### config.mk
export PLATFORM = sky130hd
export DESIGN_NAME = iact_addr_stream_gen_flat
export DESIGN_NICKNAME = d
export VERILOG_FILES = /design/src/rtl/iact_addr_stream_gen_if.sv /design/src/rtl/iact_addr_stream_gen.sv /design/src/flat_wrapper.sv
export SDC_FILE = /design/constraint.sdc
export NUM_CORES = 1
export LEC_CHECK = 0
export CORE_ASPECT_RATIO = 1.2
export CORE_MARGIN = 2
export CORE_UTILIZATION = 55
export CTS_CLUSTER_SIZE = 20
export DETAILED_ROUTE_END_ITERATION = 8
export PLACE_DENSITY = 0.79
export SYNTH_ARGS = -nofsm -noshare
export SYNTH_HDL_FRONTEND = slang
export SYNTH_SLANG_ARGS = --single-unit
### constraint.sdc
create_clock -name clock_i -period 5.3 [get_ports clock_i]
set_input_delay 0.795 -clock clock_i [delete_from_list [all_inputs] [get_ports clock_i]]
set_output_delay 0.795 -clock clock_i [all_outputs]
set_load 0.03 [all_outputs]
### src/rtl/iact_addr_stream_gen_if.sv
// Handshake bundle between the column-count source, iact_addr_stream_gen and the address SRAM.
// The master modport is the generator's view; slave is the surrounding source/SRAM view.
interface iact_addr_stream_gen_if #(
    parameter int ADDR_W = 7,
    parameter int CNT_W  = 4
);
    logic              cnt_valid;
    logic              cnt_ready;
    logic [CNT_W-1:0]  cnt;
    logic              col_last;
    logic              batch_last;
    logic              addr_valid;
    logic              addr_ready;
    logic [ADDR_W-1:0] addr_out;
    logic              write_en;
    logic              write_done;

    modport master (
        input  cnt_valid,
        input  cnt,
        input  col_last,
        input  batch_last,
        input  addr_ready,
        input  write_done,
        output cnt_ready,
        output addr_valid,
        output addr_out,
        output write_en
    );

    modport slave (
        output cnt_valid,
        output cnt,
        output col_last,
        output batch_last,
        output addr_ready,
        output write_done,
        input  cnt_ready,
        input  addr_valid,
        input  addr_out,
        input  write_en
    );
endinterface

### src/rtl/iact_addr_stream_gen.sv
// Turns per-column nonzero counts into cumulative CSC address words, closing each stream with a 0
// terminator and each batch with a second 0. Optional sticky err flag: define IACT_ADDR_GEN_ERR_EN.
module iact_addr_stream_gen #(
    parameter int ADDR_W      = 7,
    parameter int CNT_W       = 4,
    parameter int MAX_STREAMS = 31,
    parameter int EMPTY_CODE  = 127
) (
    input  logic                  clock_i,
    input  logic                  reset_n_i,
    iact_addr_stream_gen_if.master stream_if,
    output logic                  busy_o,
    output logic                  err_o
);
    // One extra count bit so the counter never wraps on the forced-end stream.
    localparam int SC_W = $clog2(MAX_STREAMS + 2);
    localparam logic [ADDR_W:0]   SAT_EXT    = (ADDR_W+1)'((1 << ADDR_W) - 2);
    localparam logic [ADDR_W-1:0] EMPTY_WORD = ADDR_W'(EMPTY_CODE);
    localparam logic [SC_W-1:0]   MAX_SC     = SC_W'(MAX_STREAMS);

    typedef enum logic [2:0] {
        IDLE,
        ACCUM,
        TERM1,
        TERM2,
        WAIT_DONE
    } state_t;

    state_t            state_q, state_d;
    logic [ADDR_W-1:0] cum_q, cum_d;
    logic [ADDR_W-1:0] addr_out_q, addr_out_d;
    logic              addr_valid_q, addr_valid_d;
    logic [SC_W-1:0]   stream_cnt_q, stream_cnt_d;
    logic              force_end_q, force_end_d;

    logic [ADDR_W:0]   sum_ext;
    logic [ADDR_W-1:0] new_cum;
    logic              overflow;
    logic              out_free;
    logic              cnt_ready;
    logic              cnt_fire;
    logic              stream_limit;

    // The output register can take a new word when empty or when its word leaves this cycle.
    assign out_free     = ~addr_valid_q | stream_if.addr_ready;
    assign cnt_ready    = (state_q == ACCUM) & out_free;
    assign cnt_fire     = stream_if.cnt_valid & cnt_ready;
    assign sum_ext      = {1'b0, cum_q} + (ADDR_W+1)'(stream_if.cnt);
    assign overflow     = sum_ext > SAT_EXT;
    assign new_cum      = overflow ? SAT_EXT[ADDR_W-1:0] : sum_ext[ADDR_W-1:0];
    assign stream_limit = (stream_cnt_q == MAX_SC);

    assign stream_if.cnt_ready  = cnt_ready;
    assign stream_if.addr_valid = addr_valid_q;
    assign stream_if.addr_out   = addr_out_q;
    assign stream_if.write_en   = (state_q != IDLE);
    assign busy_o               = (state_q != IDLE);

    always_comb begin
        state_d      = state_q;
        cum_d        = cum_q;
        addr_out_d   = addr_out_q;
        addr_valid_d = addr_valid_q & ~stream_if.addr_ready;
        stream_cnt_d = stream_cnt_q;
        force_end_d  = force_end_q;

        case (state_q)
            IDLE: begin
                if (stream_if.cnt_valid) begin
                    state_d = ACCUM;
                end
            end

            ACCUM: begin
                if (cnt_fire) begin
                    cum_d        = new_cum;
                    // 0 is reserved for terminators, so an empty leading column gets its own code.
                    addr_out_d   = (new_cum == '0) ? EMPTY_WORD : new_cum;
                    addr_valid_d = 1'b1;
                    if (stream_if.col_last) begin
                        state_d     = TERM1;
                        force_end_d = stream_if.batch_last | stream_limit;
                    end
                end
            end

            TERM1: begin
                if (out_free) begin
                    addr_out_d   = '0;
                    addr_valid_d = 1'b1;
                    cum_d        = '0;
                    stream_cnt_d = stream_cnt_q + SC_W'(1);
                    state_d      = force_end_q ? TERM2 : ACCUM;
                end
            end

            TERM2: begin
                if (out_free) begin
                    addr_out_d   = '0;
                    addr_valid_d = 1'b1;
                    state_d      = WAIT_DONE;
                end
            end

            WAIT_DONE: begin
                if (stream_if.write_done) begin
                    state_d      = IDLE;
                    stream_cnt_d = '0;
                    force_end_d  = 1'b0;
                end
            end

            default: begin
                state_d = IDLE;
            end
        endcase
    end

    always_ff @(posedge clock_i or negedge reset_n_i) begin
        if (!reset_n_i) begin
            state_q      <= IDLE;
            cum_q        <= '0;
            addr_out_q   <= '0;
            addr_valid_q <= 1'b0;
            stream_cnt_q <= '0;
            force_end_q  <= 1'b0;
        end else begin
            state_q      <= state_d;
            cum_q        <= cum_d;
            addr_out_q   <= addr_out_d;
            addr_valid_q <= addr_valid_d;
            stream_cnt_q <= stream_cnt_d;
            force_end_q  <= force_end_d;
        end
    end

`ifdef IACT_ADDR_GEN_ERR_EN
    logic err_q;
    logic err_set;

    // Flags a saturated sum or a stream closed on the last LUT slot.
    assign err_set = cnt_fire & (overflow | (stream_if.col_last & stream_limit));

    always_ff @(posedge clock_i or negedge reset_n_i) begin
        if (!reset_n_i) begin
            err_q <= 1'b0;
        end else if (err_set) begin
            err_q <= 1'b1;
        end
    end

    assign err_o = err_q;
`else
    assign err_o = 1'b0;
`endif

endmodule

### src/flat_wrapper.sv
// flat-port wrapper written by rule: the top's interface ports become plain ports
module iact_addr_stream_gen_flat 
#(
    parameter int ADDR_W      = 7,
    parameter int CNT_W       = 4,
    parameter int MAX_STREAMS = 31,
    parameter int EMPTY_CODE  = 127
)
  (clock_i, reset_n_i, busy_o, err_o, stream_if_cnt_valid, stream_if_cnt, stream_if_col_last, stream_if_batch_last, stream_if_addr_ready, stream_if_write_done, stream_if_cnt_ready, stream_if_addr_valid, stream_if_addr_out, stream_if_write_en);
  iact_addr_stream_gen_if #(.ADDR_W(ADDR_W), .CNT_W(CNT_W)) stream_if_i ();
  input  logic clock_i;
  input  logic reset_n_i;
  output logic busy_o;
  output logic err_o;
  input wire logic [$bits(stream_if_i.cnt_valid)-1:0] stream_if_cnt_valid;
  input wire logic [$bits(stream_if_i.cnt)-1:0] stream_if_cnt;
  input wire logic [$bits(stream_if_i.col_last)-1:0] stream_if_col_last;
  input wire logic [$bits(stream_if_i.batch_last)-1:0] stream_if_batch_last;
  input wire logic [$bits(stream_if_i.addr_ready)-1:0] stream_if_addr_ready;
  input wire logic [$bits(stream_if_i.write_done)-1:0] stream_if_write_done;
  output wire logic [$bits(stream_if_i.cnt_ready)-1:0] stream_if_cnt_ready;
  output wire logic [$bits(stream_if_i.addr_valid)-1:0] stream_if_addr_valid;
  output wire logic [$bits(stream_if_i.addr_out)-1:0] stream_if_addr_out;
  output wire logic [$bits(stream_if_i.write_en)-1:0] stream_if_write_en;
  assign stream_if_i.cnt_valid = stream_if_cnt_valid;
  assign stream_if_i.cnt = stream_if_cnt;
  assign stream_if_i.col_last = stream_if_col_last;
  assign stream_if_i.batch_last = stream_if_batch_last;
  assign stream_if_i.addr_ready = stream_if_addr_ready;
  assign stream_if_i.write_done = stream_if_write_done;
  assign stream_if_cnt_ready = stream_if_i.cnt_ready;
  assign stream_if_addr_valid = stream_if_i.addr_valid;
  assign stream_if_addr_out = stream_if_i.addr_out;
  assign stream_if_write_en = stream_if_i.write_en;
  iact_addr_stream_gen #(.ADDR_W(ADDR_W), .CNT_W(CNT_W), .MAX_STREAMS(MAX_STREAMS), .EMPTY_CODE(EMPTY_CODE)) u_core (.clock_i(clock_i), .reset_n_i(reset_n_i), .stream_if(stream_if_i), .busy_o(busy_o), .err_o(err_o));
endmodule
# [Yosys cells after proc, flatten, opt, wreduce, memory -nomap -nowiden]
# Cells that the tools add are included.
[totals] register_bits=25 input_bits=11 out_inout_bits=12 word_cells=66
[classes] n_addsub=2 magnitude_cmp=1 eq_ne=12 mux=25 bitwise_logic=7 n_reduce_logical=13
[op_table] cell="7-bit 2-to-1 mux" count=5
[op_table] cell="7-bit one-hot mux with 2 select lines" count=2
[op_table] cell="3-bit 2-to-1 mux" count=6
[op_table] cell="3-bit one-hot mux with 5 select lines" count=1
[op_table] cell="6-bit 2-to-1 mux" count=2
[op_table] cell="6-bit one-hot mux with 2 select lines" count=1
[op_table] cell="3-bit AND reduction" count=3
[op_table] cell="7-bit by 4-bit adder with 8-bit output" count=1
[op_table] cell="8-bit by 7-bit > comparator with 1-bit output (second input constant)" count=1
[op_table] cell="2-bit by 1-bit != test with 1-bit output (second input constant)" count=4
[op_table] cell="2-bit nonzero test" count=4
[op_table] cell="7-bit logical NOT" count=1
[op_table] cell="6-bit by 1-bit adder with 6-bit output (second input constant)" count=1
[op_table] cell="3-bit by 2-bit == test with 1-bit output (second input constant)" count=2
[op_table] cell="6-bit by 5-bit == test with 1-bit output (second input constant)" count=1
[op_table] cell="2-bit != test (second input constant)" count=3
[op_table] cell="6-bit AND reduction" count=1
[op_table] cell="1-bit 2-to-1 mux" count=5
[op_table] cell="1-bit one-hot mux with 2 select lines" count=2
[op_table] cell="4-bit AND reduction" count=1
[op_table] cell="1-bit bitwise AND" count=3
[op_table] cell="3-bit by 1-bit == test with 1-bit output (second input constant)" count=1
[op_table] cell="3-bit == test (second input constant)" count=1
[op_table] cell="3-bit logical NOT" count=1
[op_table] cell="other kinds (5)" count=7

# [Logic depth before layout (Yosys ltp)]
# Gate-level depths: netlist (run 1).
[depth] depth_word=7 depth_mapped=7 depth_no_buf=7

# [Worst setup path after synthesis (run 1)]
# Ideal clock, no wire load.
[synth_timing] kind="input-to-reg" startpoint="in stream_if_cnt[0]" endpoint="reg u_core.addr_out_q[6], in the netlist u_core.stream_if.addr_out[6]" setup_ps=87 t_arrival_ps=2424 required_ps=5213 setup_slack_ps=2789 cell_stages=7 n_path_buf=0 cell_sequence="ha_1 > fa_1 > xnor2_1 > nand2_1 > a221oi_4 > nand4b_1 > o211ai_1"
[synth_between] elab_chain_cells=7
[synth_lines] element="start, declared" line="flat_wrapper.sv:16" rtl="input wire logic [$bits(stream_if_i.cnt)-1:0] stream_if_cnt;"
[synth_lines] element="7-bit by 4-bit adder with 8-bit output *" line="iact_addr_stream_gen.sv:48" rtl="assign sum_ext = {1'b0, cum_q} + (ADDR_W+1)'(stream_if.cnt);"
[synth_lines] element="8-bit by 7-bit > comparator with 1-bit output" line="iact_addr_stream_gen.sv:49" rtl="assign overflow = sum_ext > SAT_EXT;"
[synth_lines] element="7-bit 2-to-1 mux *" line="iact_addr_stream_gen.sv:50" rtl="assign new_cum = overflow ? SAT_EXT[ADDR_W-1:0] : sum_ext[ADDR_W-1:0];"
[synth_lines] element="7-bit logical NOT" line="iact_addr_stream_gen.sv:78" rtl="addr_out_d = (new_cum == '0) ? EMPTY_WORD : new_cum;"
[synth_lines] element="7-bit 2-to-1 mux *" line="iact_addr_stream_gen.sv:78"
[synth_lines] element="7-bit 2-to-1 mux *" line="iact_addr_stream_gen.sv:75" rtl="if (cnt_fire) begin"
[synth_lines] element="7-bit one-hot mux with 2 select lines *" line="iact_addr_stream_gen.sv:67" rtl="case (state_q)"
[synth_lines] element="end signal, assigned" line="iact_addr_stream_gen.sv:130" rtl="addr_out_q <= addr_out_d;"
[synth_lines] element="end, declared" line="iact_addr_stream_gen.sv:31" rtl="logic [ADDR_W-1:0] addr_out_q, addr_out_d;"
# Every way passes the cells marked *; elsewhere a longest branch is shown, timed or not. The select of a mux whose other input is x is not followed.
# A chain may end at the register's enable or synchronous reset.

# [Worst setup path after layout (run 1)]
[layout_timing] startpoint="in stream_if_addr_ready" endpoint="out stream_if_cnt_ready"
[layout_between] elab_chain_cells=2
[layout_lines] element="start, declared" line="flat_wrapper.sv:19" rtl="input wire logic [$bits(stream_if_i.addr_ready)-1:0] stream_if_addr_ready;"
[layout_lines] element="1-bit OR" line="iact_addr_stream_gen.sv:45" rtl="assign out_free = ~addr_valid_q | stream_if.addr_ready;"
[layout_lines] element="1-bit bitwise AND" line="iact_addr_stream_gen.sv:46" rtl="assign cnt_ready = (state_q == ACCUM) & out_free;"
[layout_lines] element="end, declared" line="flat_wrapper.sv:21" rtl="output wire logic [$bits(stream_if_i.cnt_ready)-1:0] stream_if_cnt_ready;"
# No other way between the ends.

==> impl_results.rst, run 1 <==
.. list-table::
   :header-rows: 1

   * - Metric
     - Value
   * - Outcome
     - finished, final reports clean
   * - DRC violations left
     - 0
   * - Top delay family on crit path
     - buffers and inverters
   * - Worst-case headroom to the max-slew limit
     - between 20% and 30%
   * - Sequential share of power
     - 32.5%
   * - Clock tree from TritonCTS
     - yes
   * - Total power
     - about 1100 uW
   * - Number of post-CTS setup repair buffers
     - 0
   * - # nets final
     - 210
   * - Maximum number of pins on one net before global-route repair
     - 26
   * - Number of global-route vias before repair
     - 1346
   * - Synthesized area per cell
     - 9.29 um2
   * - Leakage dissipation
     - 0.000769 uW
   * - Worst Hold Class
     - register to register
   * - Sum of net half-perimeters after detailed placement
     - 2780 um
   * - Maximum vdd drop
     - 0.393 mV
   * - Detailed-route wire length
     - 3630 um
   * - Arrival time at the worst endpoint
     - approximately 2300 ps
   * - Effective utilization at floorplan
     - roughly 58%
   * - Via count normalized by instance count
     - about 6.2
   * - # rows
     - 21
   * - Cell area after technology mapping
     - 1620 um2
   * - Vert. Die Dim
     - 63.4 um
   * - Cell type with the highest occurrence count on the critical path
     - sky130_fd_sc_hd__clkdlybuf4s50_1
   * - Share of total power in the clock network
     - between 7 and 8%
   * - Synth warn
     - 0
   * - Share of the synthesized area in the top cell type
     - 38.7%
   * - Clock tree root driver cell
     - sky130_fd_sc_hd__clkbuf_4
   * - Number of top-level pins
     - 23
   * - Nature of the critical path endpoint
     - primary output
   * - Net count after synthesis
     - between 150 and 200
   * - Wire length of the first global-routing pass
     - 5980 um
   * - Number of diodes
     - 0
   * - Setup repair after global routing missed its margin
     - no
   * - Die X-Extent
     - 53.5 um
   * - Logic pwr share
     - between 50% and 60%
   * - Number of vias in the routed layout
     - approximately 1400
   * - Number of buffers added to fix hold violations after cts
     - 0
   * - Routed length per placed instance
     - about 16 um
   * - Hold violation count in the final report
     - 0
   * - Required arrival time at the worst endpoint
     - about 4500 ps
   * - Switching Power
     - around 530 uW
   * - Placer Congestion
     - a little under 0.9
   * - Maximum clock frequency
     - 328 MHz
   * - Share of post-route cells with drive strength above 1
     - under 10%
   * - Longest Clk Path Bufs
     - 2
   * - Total routing resource utilization after global routing
     - 23.1%
   * - Initial antenna violation count
     - 0
   * - Worst path slowest cell
     - sky130_fd_sc_hd__clkdlybuf4s50_1
   * - Post-synth top flop
     - sky130_fd_sc_hd__dfrtp_1
   * - Internal power summed over all cells
     - 568 uW
   * - Flip-flop and latch count after synthesis
     - 25
   * - Aggregate global routing overflow
     - 0
   * - Antenna violation net count after detailed routing
     - 0
   * - Number of instances in the synthesized netlist
     - around 170
   * - Switching share of power
     - 48.3%
   * - Most area-consuming cells after synthesis
     - sky130_fd_sc_hd__dfrtp_1 39%, sky130_fd_sc_hd__nand2_1 5.6%, sky130_fd_sc_hd__o21ai_0 4.0%, sky130_fd_sc_hd__ha_1 3.9%, sky130_fd_sc_hd__xnor2_1 3.3%
   * - Final Max Slew Viols
     - 0
   * - Number of setup violations in the final report
     - 0
   * - Worst Setup Start Kind
     - input pin
   * - Buffers added on ports
     - 21
   * - Area growth from synthesis to final layout
     - 14.9%
   * - Number of sinks on the clock net
     - 25
   * - WP buf/inv
     - 2
   * - Final worst clock skew
     - 6.36 ps
   * - Count of routing violations after the opening detailed-route iteration
     - 30
   * - Worst setup margin
     - 2250 ps
   * - Total clock buffers created by CTS
     - 3
   * - Clock-pin transition on the worst setup and hold timing paths
     - 140 ps
   * - Share of the clock period used by the worst path after layout
     - 57.6%
   * - TNS Setup
     - 0 ps
   * - Async set-reset flop share out of synthesis
     - 100%
   * - Delay of the slowest cell on the worst path
     - 700 ps
   * - CTS resizes
     - 0
   * - Die Footprint
     - between 3000 and 4000 um2
   * - Part of the Yosys area used for sequential elements
     - 38.7%
   * - Clock H-tree levels
     - 1
   * - Setup slack at placement
     - 2150 ps
   * - Netlist cell types
     - 51
   * - DRT Pass-1 Iters
     - 6
   * - Max Fanout on Critical Path
     - 4
   * - Transition time at the pin with the least slew margin
     - 1130 ps
   * - Sequence of cells on the critical path
     - clkdlybuf4s50_1 > nor2b_1 > nor3_1 > clkdlybuf4s50_1
   * - Power density relative to cell area
     - 590 nW/um2
   * - Fill cell total of the finished layout
     - 237
   * - Clock network latency to the later pin of the worst-skew pair
     - 320 ps
   * - Dominant cell type by area after synthesis
     - sky130_fd_sc_hd__dfrtp_1
   * - Number of flops mapped to enable cells by yosys
     - 0
   * - Max_cap viols
     - 0
   * - Final worst path period need
     - around 3000 ps
   * - Category of the critical setup timing path
     - input pin to primary output
   * - Core box area
     - approximately 2800 um2
registers in the layout, summed over array words and instances, names as in the netlist:
signal / count
u_core.cum_q: 7
u_core.force_end_q: 1
u_core.state_q: 3
u_core.stream_cnt_q: 6
u_core.stream_if.addr_out: 7
u_core.stream_if.addr_valid: 1
final cells by class:
type,instances,area [um2],share of cell area (%)
clock buffers,3,22.5,1.21
well taps,34,42.5,2.29
multi-input cells,138,937,50.4
clock inverters,1,5.00,0.269
flip-flops and latches,25,626,33.7
inverters,4,15.0,0.808
repair buffers,21,210,11.3
cells in the mapped netlist (4+ instances only):
master and count:
sky130_fd_sc_hd__dfrtp_1 25, sky130_fd_sc_hd__nand3_1 10, sky130_fd_sc_hd__inv_1 4, sky130_fd_sc_hd__xnor2_1 6
sky130_fd_sc_hd__a21oi_1 9, sky130_fd_sc_hd__o21ai_0 13, sky130_fd_sc_hd__a211oi_1 4, sky130_fd_sc_hd__nor2_1 11
sky130_fd_sc_hd__ha_1 5, sky130_fd_sc_hd__nor3_1 5, sky130_fd_sc_hd__nand2_1 24
final timing paths:
kind	from	endpoint	slack, ps	cells after the start
max in group asynchronous	reset_n_i	u_core.stream_cnt_q[2]$_DFFE_PN0P_	3570	1
setup / recovery	stream_if_addr_ready	stream_if_cnt_ready	2250	4
min in group asynchronous	reset_n_i	u_core.stream_cnt_q[4]$_DFFE_PN0P_	1070	1
setup reg to reg	u_core.cum_q[0]$_DFFE_PN0P_	u_core.stream_if.addr_out[6]$_DFFE_PN0P_	2950	7
hold reg to reg	u_core.cum_q[0]$_DFFE_PN0P_	u_core.cum_q[0]$_DFFE_PN0P_	510	1
hold / removal	u_core.cum_q[0]$_DFFE_PN0P_	u_core.cum_q[0]$_DFFE_PN0P_	510	1
cells in the final DEF, fill, tap and decap left out, types with 4 or more instances in the layout:
cell / n
sky130_fd_sc_hd__nand2_1: 24
sky130_fd_sc_hd__a21oi_1: 9
sky130_fd_sc_hd__clkdlybuf4s50_1: 21
sky130_fd_sc_hd__nor2_1: 11
sky130_fd_sc_hd__xnor2_1: 6
sky130_fd_sc_hd__dfrtp_1: 25
sky130_fd_sc_hd__ha_1: 5
sky130_fd_sc_hd__nor3_1: 5
sky130_fd_sc_hd__inv_1: 4
sky130_fd_sc_hd__nand3_1: 10
sky130_fd_sc_hd__o21ai_0: 13
sky130_fd_sc_hd__a211oi_1: 4
cell families (layout without fill, tap and decap cells):
group / after synthesis / count (layout) / synth area share (%)
multiplexers: 1 / 1 / 0.697
buffers and inverters: 11 / 29 / 3.33
AO/OA/AOI/OAI: 50 / 50 / 23.4
flip-flops: 25 / 25 / 38.7
AND/OR/NAND/NOR: 73 / 73 / 24.8
other: 1 / 1 / 0.232
adder cells (fa/ha/maj): 6 / 6 / 5.11
XOR/XNOR: 7 / 7 / 3.79
stage by stage:
stage | instance area, um2 | std cells | hold WS, ps | utilization, %
2_1_floorplan | 1620 | 174 | 450 | -
3_3_place_gp | 1830 | 222 | 471 | 65.7
3_5_place_dp | 1830 | 222 | 475 | 65.7
4_1_cts | 1860 | 226 | 505 | 66.7
5_1_grt | 1860 | 226 | 547 | 66.7
6_report | 1860 | 226 | 511 | 66.7
routing by layer:
| metal | part of all wire (%) | wire length (um) | vias up | track usage (%) |
|---|---|---|---|---|
| li1 | - | - | 667 | - |
| met1 | 41 | 1480 | 694 | 27.5 |
| met2 | 54 | 1970 | 33 | 42.0 |
| met3 | 3.8 | 139 | 4 | 3.32 |
| met4 | 1.1 | 40 | 0 | 5.77 |
| met5 | 0 | 0 | - | 0 |
power groups by stage:
| stage | clock network, uW | logic (uW) | registers [uW] |
|---|---|---|---|
| 2_1_floorplan | 0 | 457 | 373 |
| 3_3_place_gp | 0 | 634 | 356 |
| 3_5_place_dp | 0 | 651 | 361 |
| 4_1_cts | 86.5 | 654 | 357 |
| 5_1_grt | 97.4 | 709 | 371 |
| 6_report | 86.1 | 654 | 357 |
(Power assumes the default switching activity.)
==> run 2, diff against run 1 <==
- CORE_UTILIZATION: 55 -> 54
- PLACE_DENSITY: 0.79 -> 0.78
- clock period: 5.3 -> 3.15 ns (I/O delays scaled with it)
==> impl_results.rst, run 2 (synthesis results as in run 1) <==
.. list-table::
   :header-rows: 1

   * - Metric
     - Value
   * - Placer Congestion
     - 0.906 (+3.5%)
   * - Clock-pin transition on the worst setup and hold timing paths
     - 130 ps (about the same)
   * - FF+latch area
     - 626 um2 (unchanged)
   * - Clock network latency to the later pin of the worst-skew pair
     - 320 ps (about the same)
   * - Clock tree root driver cell
     - sky130_fd_sc_hd__clkbuf_4
   * - Final-layout worst hold slack
     - 501 ps (-9.76 ps)
   * - Via count normalized by instance count
     - 6.11 (-1.3%)
   * - Final Max Slew Viols
     - 0 (unchanged)
   * - Maximum clock frequency
     - approximately 410 MHz
   * - Max_cap viols
     - 0 (unchanged)
   * - Number of sinks on the clock net
     - 25 (unchanged)
   * - Antenna violation net count after detailed routing
     - 0 (unchanged)
   * - Setup slack at placement
     - 424 ps (-1730 ps)
   * - DRT Pass-1 Iters
     - 4 (-2)
   * - Number of vias in the routed layout
     - 1392 (-0.43%)
   * - Number of setup violations in the final report
     - 0 (unchanged)
   * - Fill cell total of the finished layout
     - 215 (-9.3%)
   * - RR Startpoint
     - u_core.cum_q[0]$_DFFE_PN0P_
   * - Commonest non-fill, non-tap cells in the layout
     - 25 x sky130_fd_sc_hd__dfrtp_1, 24 x sky130_fd_sc_hd__nand2_1, 21 x sky130_fd_sc_hd__clkdlybuf4s50_1
   * - Number of global-route vias before repair
     - 1373 (+2.0%)
   * - # rows
     - 21 (unchanged)
   * - Buffers added on ports
     - 21 (unchanged)
   * - Core box area
     - 2810 um2 (+0.94%)
   * - TNS Setup
     - 0 ps (unchanged)
   * - Die X-Extent
     - 53.9 um (+0.85%)
   * - Category of the critical setup timing path
     - register to primary output
   * - Detailed-route wire length
     - 3600 um (-0.69%)
   * - Clock H-tree levels
     - 1 (unchanged)
   * - Share of the clock period used by the worst path after layout
     - 78.0%
   * - Number of post-CTS setup repair buffers
     - 0 (unchanged)
   * - Total clock buffers created by CTS
     - 3 (unchanged)
   * - Outcome
     - finished, final reports clean
   * - Final worst path period need
     - 2460 ps
   * - Total power
     - 1850 uW (+69%)
   * - CTS resizes
     - 0 (unchanged)
   * - Required arrival time at the worst endpoint
     - 2680 ps (-1830 ps)
   * - Area growth from synthesis to final layout
     - 16.0%
   * - Setup repair after global routing missed its margin
     - no
   * - Hold violation count in the final report
     - 0 (unchanged)
   * - Endpoint of the worst-slack reg-to-reg timing path
     - u_core.stream_if.addr_out[2]$_DFFE_PN0P_
   * - Max Fanout on Critical Path
     - 11 (+7)
   * - Power density relative to cell area
     - 989 nW/um2 (+67%)
   * - Count of routing violations after the opening detailed-route iteration
     - 28 (-6.7%)
   * - Final worst clock skew
     - 11.6 ps (+5.24 ps)
   * - Aggregate global routing overflow
     - 0 (unchanged)
   * - Minimum setup slack among reg-to-reg paths
     - 890 ps (-2060 ps)
   * - DRC violations left
     - 0 (unchanged)
   * - Worst setup margin
     - 693 ps (-1560 ps)
   * - Summed area of non-filler cells in the final layout
     - 1880 um2 (+0.94%)
   * - Number of top-level pins
     - 23 (unchanged)
   * - Leakage dissipation
     - 0.000775 uW (+0.76%)
   * - Wire length of the first global-routing pass
     - 6130 um (+2.4%)
   * - DP Area
     - 1850 um2 (+0.82%)
   * - Endpoint with the worst hold slack
     - u_core.cum_q[3]$_DFFE_PN0P_
   * - Total routing resource utilization after global routing
     - 23.8% (+0.69 points)
   * - Routed length per placed instance
     - 15.8 um (-1.6%)
   * - Share of post-route cells with drive strength above 1
     - 10.8% (+0.93 points)
   * - Worst Setup Start Kind
     - register
   * - Depth of the worst register-to-register path
     - 7 (unchanged)
   * - Effective utilization at floorplan
     - 57.5% (-0.54 points)
   * - # nets final
     - 212 (+0.95%)
   * - Nature of the critical path endpoint
     - primary output
   * - Clock tree from TritonCTS
     - yes
   * - Die Footprint
     - 3450 um2 (+1.7%)
   * - Most common cell after layout, fill and taps aside
     - sky130_fd_sc_hd__dfrtp_1
   * - Worst hold stages
     - 2 (+1)
   * - Initial antenna violation count
     - 0 (unchanged)
   * - Maximum vdd drop
     - 0.554 mV (+41%)
   * - Number of buffers added to fix hold violations after cts
     - 0 (unchanged)
   * - Critical hold path startpoint
     - u_core.cum_q[3]$_DFFE_PN0P_
   * - Footprint of the multi-input gates
     - 937 um2 (unchanged)
   * - Vert. Die Dim
     - 63.9 um (+0.86%)
   * - Number of diodes
     - 0 (unchanged)
   * - Arrival time at the worst endpoint
     - 1980 ps (-280 ps)
   * - Longest Clk Path Bufs
     - 2 (unchanged)
   * - Maximum number of pins on one net before global-route repair
     - 26 (unchanged)
   * - Sum of net half-perimeters after detailed placement
     - 2790 um (about the same)
   * - Worst Hold Class
     - register to register
[run 2: cell count changes in the layout (fill, tap and decap cells not counted)]
cell	before	now
sky130_fd_sc_hd__buf_4	0	2
sky130_fd_sc_hd__clkinv_2	1	0
sky130_fd_sc_hd__clkinvlp_4	0	1
[run 2: area by class of cell]
type | instances | share of cell area [%]
clock buffer | 3 | 1.20
clock inverter | 1 | 0.400
sequential | 25 | 33.4
multi-input combinational | 138 | 50.0
inverter | 4 | 0.801
timing repair buffer | 23 | 12.0
tap | 34 | 2.27
[run 2: how the worst max path moves through the flow]
stage	start	to	slack, ps
after floorplan	stream_if_cnt[0]	u_core.stream_if.addr_out[6]$_DFFE_PN0P_	960
after CTS	u_core.state_q[2]$_DFFE_PN0P_	stream_if_cnt_ready	670
final	u_core.state_q[2]$_DFFE_PN0P_	stream_if_cnt_ready	690
after global placement	stream_if_cnt[0]	u_core.stream_if.addr_out[6]$_DFFE_PN0P_	550
after global routing	u_core.state_q[0]$_DFFE_PN0P_	stream_if_cnt_ready	570
after detailed placement	stream_if_cnt[0]	u_core.stream_if.addr_out[2]$_DFFE_PN0P_	420
[run 2: metal layers]
layer / GRT usage (%) / vias up / wire, um
li1: - / 674 / -
met1: 27.9 / 673 / 1470
met2: 43.0 / 39 / 1940
met3: 3.50 / 6 / 141
met4: 7.05 / 0 / 54
met5: 0 / - / 0
[run 2: report_power, final]
part	switching (uW)	internal [uW]
sequential	149	452
clock	96.7	48.4
combinational	639	469
total	885	970
[run 2: critical path, stage by stage (launching register included)]
cell,delay [ps]
sky130_fd_sc_hd__dfrtp_1,510
sky130_fd_sc_hd__inv_1,200
sky130_fd_sc_hd__nand2_1,100
sky130_fd_sc_hd__nor3_1,160
sky130_fd_sc_hd__clkdlybuf4s50_1,700
[run 2: per-stage QoR]
| stage | instances | utilization [%] |
|---|---|---|
| 2_1_floorplan | 174 | - |
| 3_3_place_gp | 224 | 65.6 |
| 3_5_place_dp | 224 | 65.6 |
| 4_1_cts | 228 | 66.7 |
| 5_1_grt | 228 | 66.7 |
| 6_report | 228 | 66.7 |
==> run 3, diff against run 2 <==
- CORE_UTILIZATION: 54 -> 49
- PLACE_DENSITY: 0.78 -> 0.75
- clock period: 3.15 -> 2 ns (I/O delays scaled with it)
==> impl_results.rst, run 3 (synthesis results as in run 1) <==
.. list-table::
   :header-rows: 1

   * - Metric
     - Value
   * - Outcome
     - complete, but fails checks
   * - Failing checks
     - setup timing
   * - Number of top-level pins
     - 23 (unchanged)
   * - Number of setup violations in the final report
     - 2 (+2)
   * - Top delay family on crit path
     - adder cells
   * - Final worst path period need
     - 2040 ps
   * - Leakage dissipation
     - 0.000873 uW (+13%)
   * - Commonest non-fill, non-tap cells in the layout
     - 25 x sky130_fd_sc_hd__dfrtp_1, 23 x sky130_fd_sc_hd__nand2_1, 22 x sky130_fd_sc_hd__buf_4
   * - Maximum clock frequency
     - 491 MHz
   * - Buffers added on ports
     - 21 (unchanged)
   * - Power density relative to cell area
     - 1590 nW/um2 (+60%)
   * - Max Fanout on Critical Path
     - 3 (-8)
   * - Die X-Extent
     - 56.4 um (+4.6%)
   * - Non-filler instance count after layout
     - 249 (+9.2%)
   * - # rows
     - 22 (+4.8%)
   * - Initial antenna violation count
     - 0 (unchanged)
   * - Summed area of non-filler cells in the final layout
     - 2080 um2 (+11%)
   * - Sequence of cells on the critical path
     - ha_2 > fa_2 > xnor2_2 > buf_4 > nor4b_4 > a311oi_1 > nand3b_1
   * - Maximum vdd drop
     - 1.05 mV (+89%)
   * - Share of post-route cells with drive strength above 1
     - 23.9% (+13 points)
   * - Util after Layout
     - 66.9% (+0.18 points)
   * - Most common cell after layout, fill and taps aside
     - sky130_fd_sc_hd__dfrtp_1
   * - Clock H-tree levels
     - 1 (unchanged)
   * - Hold violation count in the final report
     - 0 (unchanged)
   * - Sum of net half-perimeters after detailed placement
     - 2960 um (+6.4%)
   * - Worst Hold Class
     - input pin to asynchronous set/reset pin
   * - Aggregate global routing overflow
     - 0 (unchanged)
   * - # nets final
     - 231 (+9.0%)
   * - Number of vias in the routed layout
     - 1469 (+5.5%)
   * - Detailed-route wire length
     - 3920 um (+8.7%)
   * - Delay of the slowest cell on the worst path
     - 420 ps (-280 ps)
   * - Longest Clk Path Bufs
     - 2 (unchanged)
   * - Die Footprint
     - 3780 um2 (+9.5%)
   * - Final worst clock skew
     - 15.8 ps (+4.17 ps)
   * - Clock-pin transition on the worst setup and hold timing paths
     - 150 ps (+20 ps)
   * - Antenna violation net count after detailed routing
     - 0 (unchanged)
   * - Share of the clock period used by the worst path after layout
     - 102%
   * - Vert. Die Dim
     - 66.9 um (+4.7%)
   * - Number of global-route vias before repair
     - 1471 (+7.1%)
   * - Number of buffers added to fix hold violations after cts
     - 0 (unchanged)
   * - Worst setup margin
     - -36.2 ps (-729 ps)
   * - Routed length per placed instance
     - 15.7 um (-0.42%)
   * - Via count normalized by instance count
     - 5.90 (-3.4%)
   * - Nature of the critical path endpoint
     - register
   * - Clock network latency to the later pin of the worst-skew pair
     - 330 ps (about the same)
   * - Wire length of the first global-routing pass
     - 6710 um (+9.4%)
   * - Effective utilization at floorplan
     - 52.0% (-5.5 points)
   * - Number of sinks on the clock net
     - 25 (unchanged)
   * - Clock tree root driver cell
     - sky130_fd_sc_hd__clkbuf_4
   * - Category of the critical setup timing path
     - register to register
   * - DRT Pass-1 Iters
     - 4 (unchanged)
   * - Placer Congestion
     - 0.901 (-0.59%)
   * - Count of routing violations after the opening detailed-route iteration
     - 65 (+130%)
   * - Area growth from synthesis to final layout
     - 28.7%
   * - Maximum number of pins on one net before global-route repair
     - 26 (unchanged)
   * - DRC violations left
     - 0 (unchanged)
   * - Total power
     - 3300 uW (+78%)
   * - Total clock buffers created by CTS
     - 3 (unchanged)
   * - Max_cap viols
     - 0 (unchanged)
   * - Arrival time at the worst endpoint
     - 2260 ps (+280 ps)
   * - Cell Count Post-Placement
     - 243 (+8.5%)
   * - TNS Setup
     - -42.8 ps (-42.8 ps)
   * - WP buf/inv
     - 1 (-1)
   * - Number of diodes
     - 0 (unchanged)
   * - Worst path slowest cell
     - sky130_fd_sc_hd__dfrtp_1
   * - Worst Setup Start Kind
     - register
   * - Final Max Slew Viols
     - 0 (unchanged)
   * - Total routing resource utilization after global routing
     - 22.5% (-1.3 points)
   * - Core box area
     - 3110 um2 (+11%)
   * - DP Area
     - 1980 um2 (+7.3%)
   * - Required arrival time at the worst endpoint
     - 2230 ps (-450 ps)
   * - Setup repair after global routing missed its margin
     - yes
   * - Clock tree from TritonCTS
     - yes
run 3: changes by cell type in the layout (fill, tap and decap cells not counted), sizes merged:
cell	before	now
buf	2	22
clkdlybuf4s50	21	18
dlygate4sd2	0	2
run 3: worst register-to-register path, cell delays in order, from the launching register on:
cell and delay (ps):
sky130_fd_sc_hd__dfrtp_1 420, sky130_fd_sc_hd__ha_2 190, sky130_fd_sc_hd__fa_2 390, sky130_fd_sc_hd__xnor2_2 180, sky130_fd_sc_hd__buf_4 170, sky130_fd_sc_hd__nor4b_4 260, sky130_fd_sc_hd__a311oi_1 150, sky130_fd_sc_hd__nand3b_1 190
run 3: path summary, 6_finish.rpt:
kind,depth (start not counted),slack [ps],to,from
max,7,-40,u_core.stream_if.addr_out[0]$_DFFE_PN0P_,u_core.cum_q[0]$_DFFE_PN0P_
min,2,310,u_core.cum_q[4]$_DFFE_PN0P_,reset_n_i
max reg2reg,7,-40,u_core.stream_if.addr_out[0]$_DFFE_PN0P_,u_core.cum_q[0]$_DFFE_PN0P_
min reg2reg,2,500,u_core.cum_q[3]$_DFFE_PN0P_,u_core.cum_q[3]$_DFFE_PN0P_
max in group asynchronous,2,1420,u_core.stream_if.addr_valid$_DFF_PN0_,reset_n_i
min in group clock_i,2,500,u_core.cum_q[3]$_DFFE_PN0P_,u_core.cum_q[3]$_DFFE_PN0P_
run 3: report_power, final:
part           total [uW]  internal [uW]  leakage (uW)  switching, uW
registers             896            713      0.000322            182
clock network         237           76.6     0.0000139            160
logic                2170            979      0.000538           1190
run 3: through the flow:
stage / hold WS (ps) / worst slack [ps]
detailed placement: 472 / -498
global route: 335 / -87.9
global placement: 471 / -410
floorplan: 4.41 / 10.8
CTS: 321 / -15.0
finish: 315 / -36.2
run 3: final cells by class:
class                           count  area [um2]
Tap cell                           36        45.0
Clock buffer                        3        22.5
Multi-Input combinational cell    138        1000
Sequential cell                    25         626
Timing Repair Buffer               42         363
Fill cell                         247        1030
Clock inverter                      1        7.51
Inverter                            4        15.0
run 3: timing repair:
item,in CTS,in global routing
gates resized for setup,5,10
setup endpoints to repair,11,9
pin swaps,2,9
buffers inserted,1,1
run 3: layer usage:
| layer | routed length, um | vias up | global-route usage, % | share of wire [%] |
|---|---|---|---|---|
| li1 | - | 711 | - | - |
| met1 | 1650 | 716 | 28.1 | 42 |
| met2 | 2050 | 36 | 39.4 | 52 |
| met3 | 161 | 6 | 3.30 | 4.1 |
| met4 | 49 | 0 | 8.04 | 1.3 |
| met5 | 0 | - | 0 | 0 |
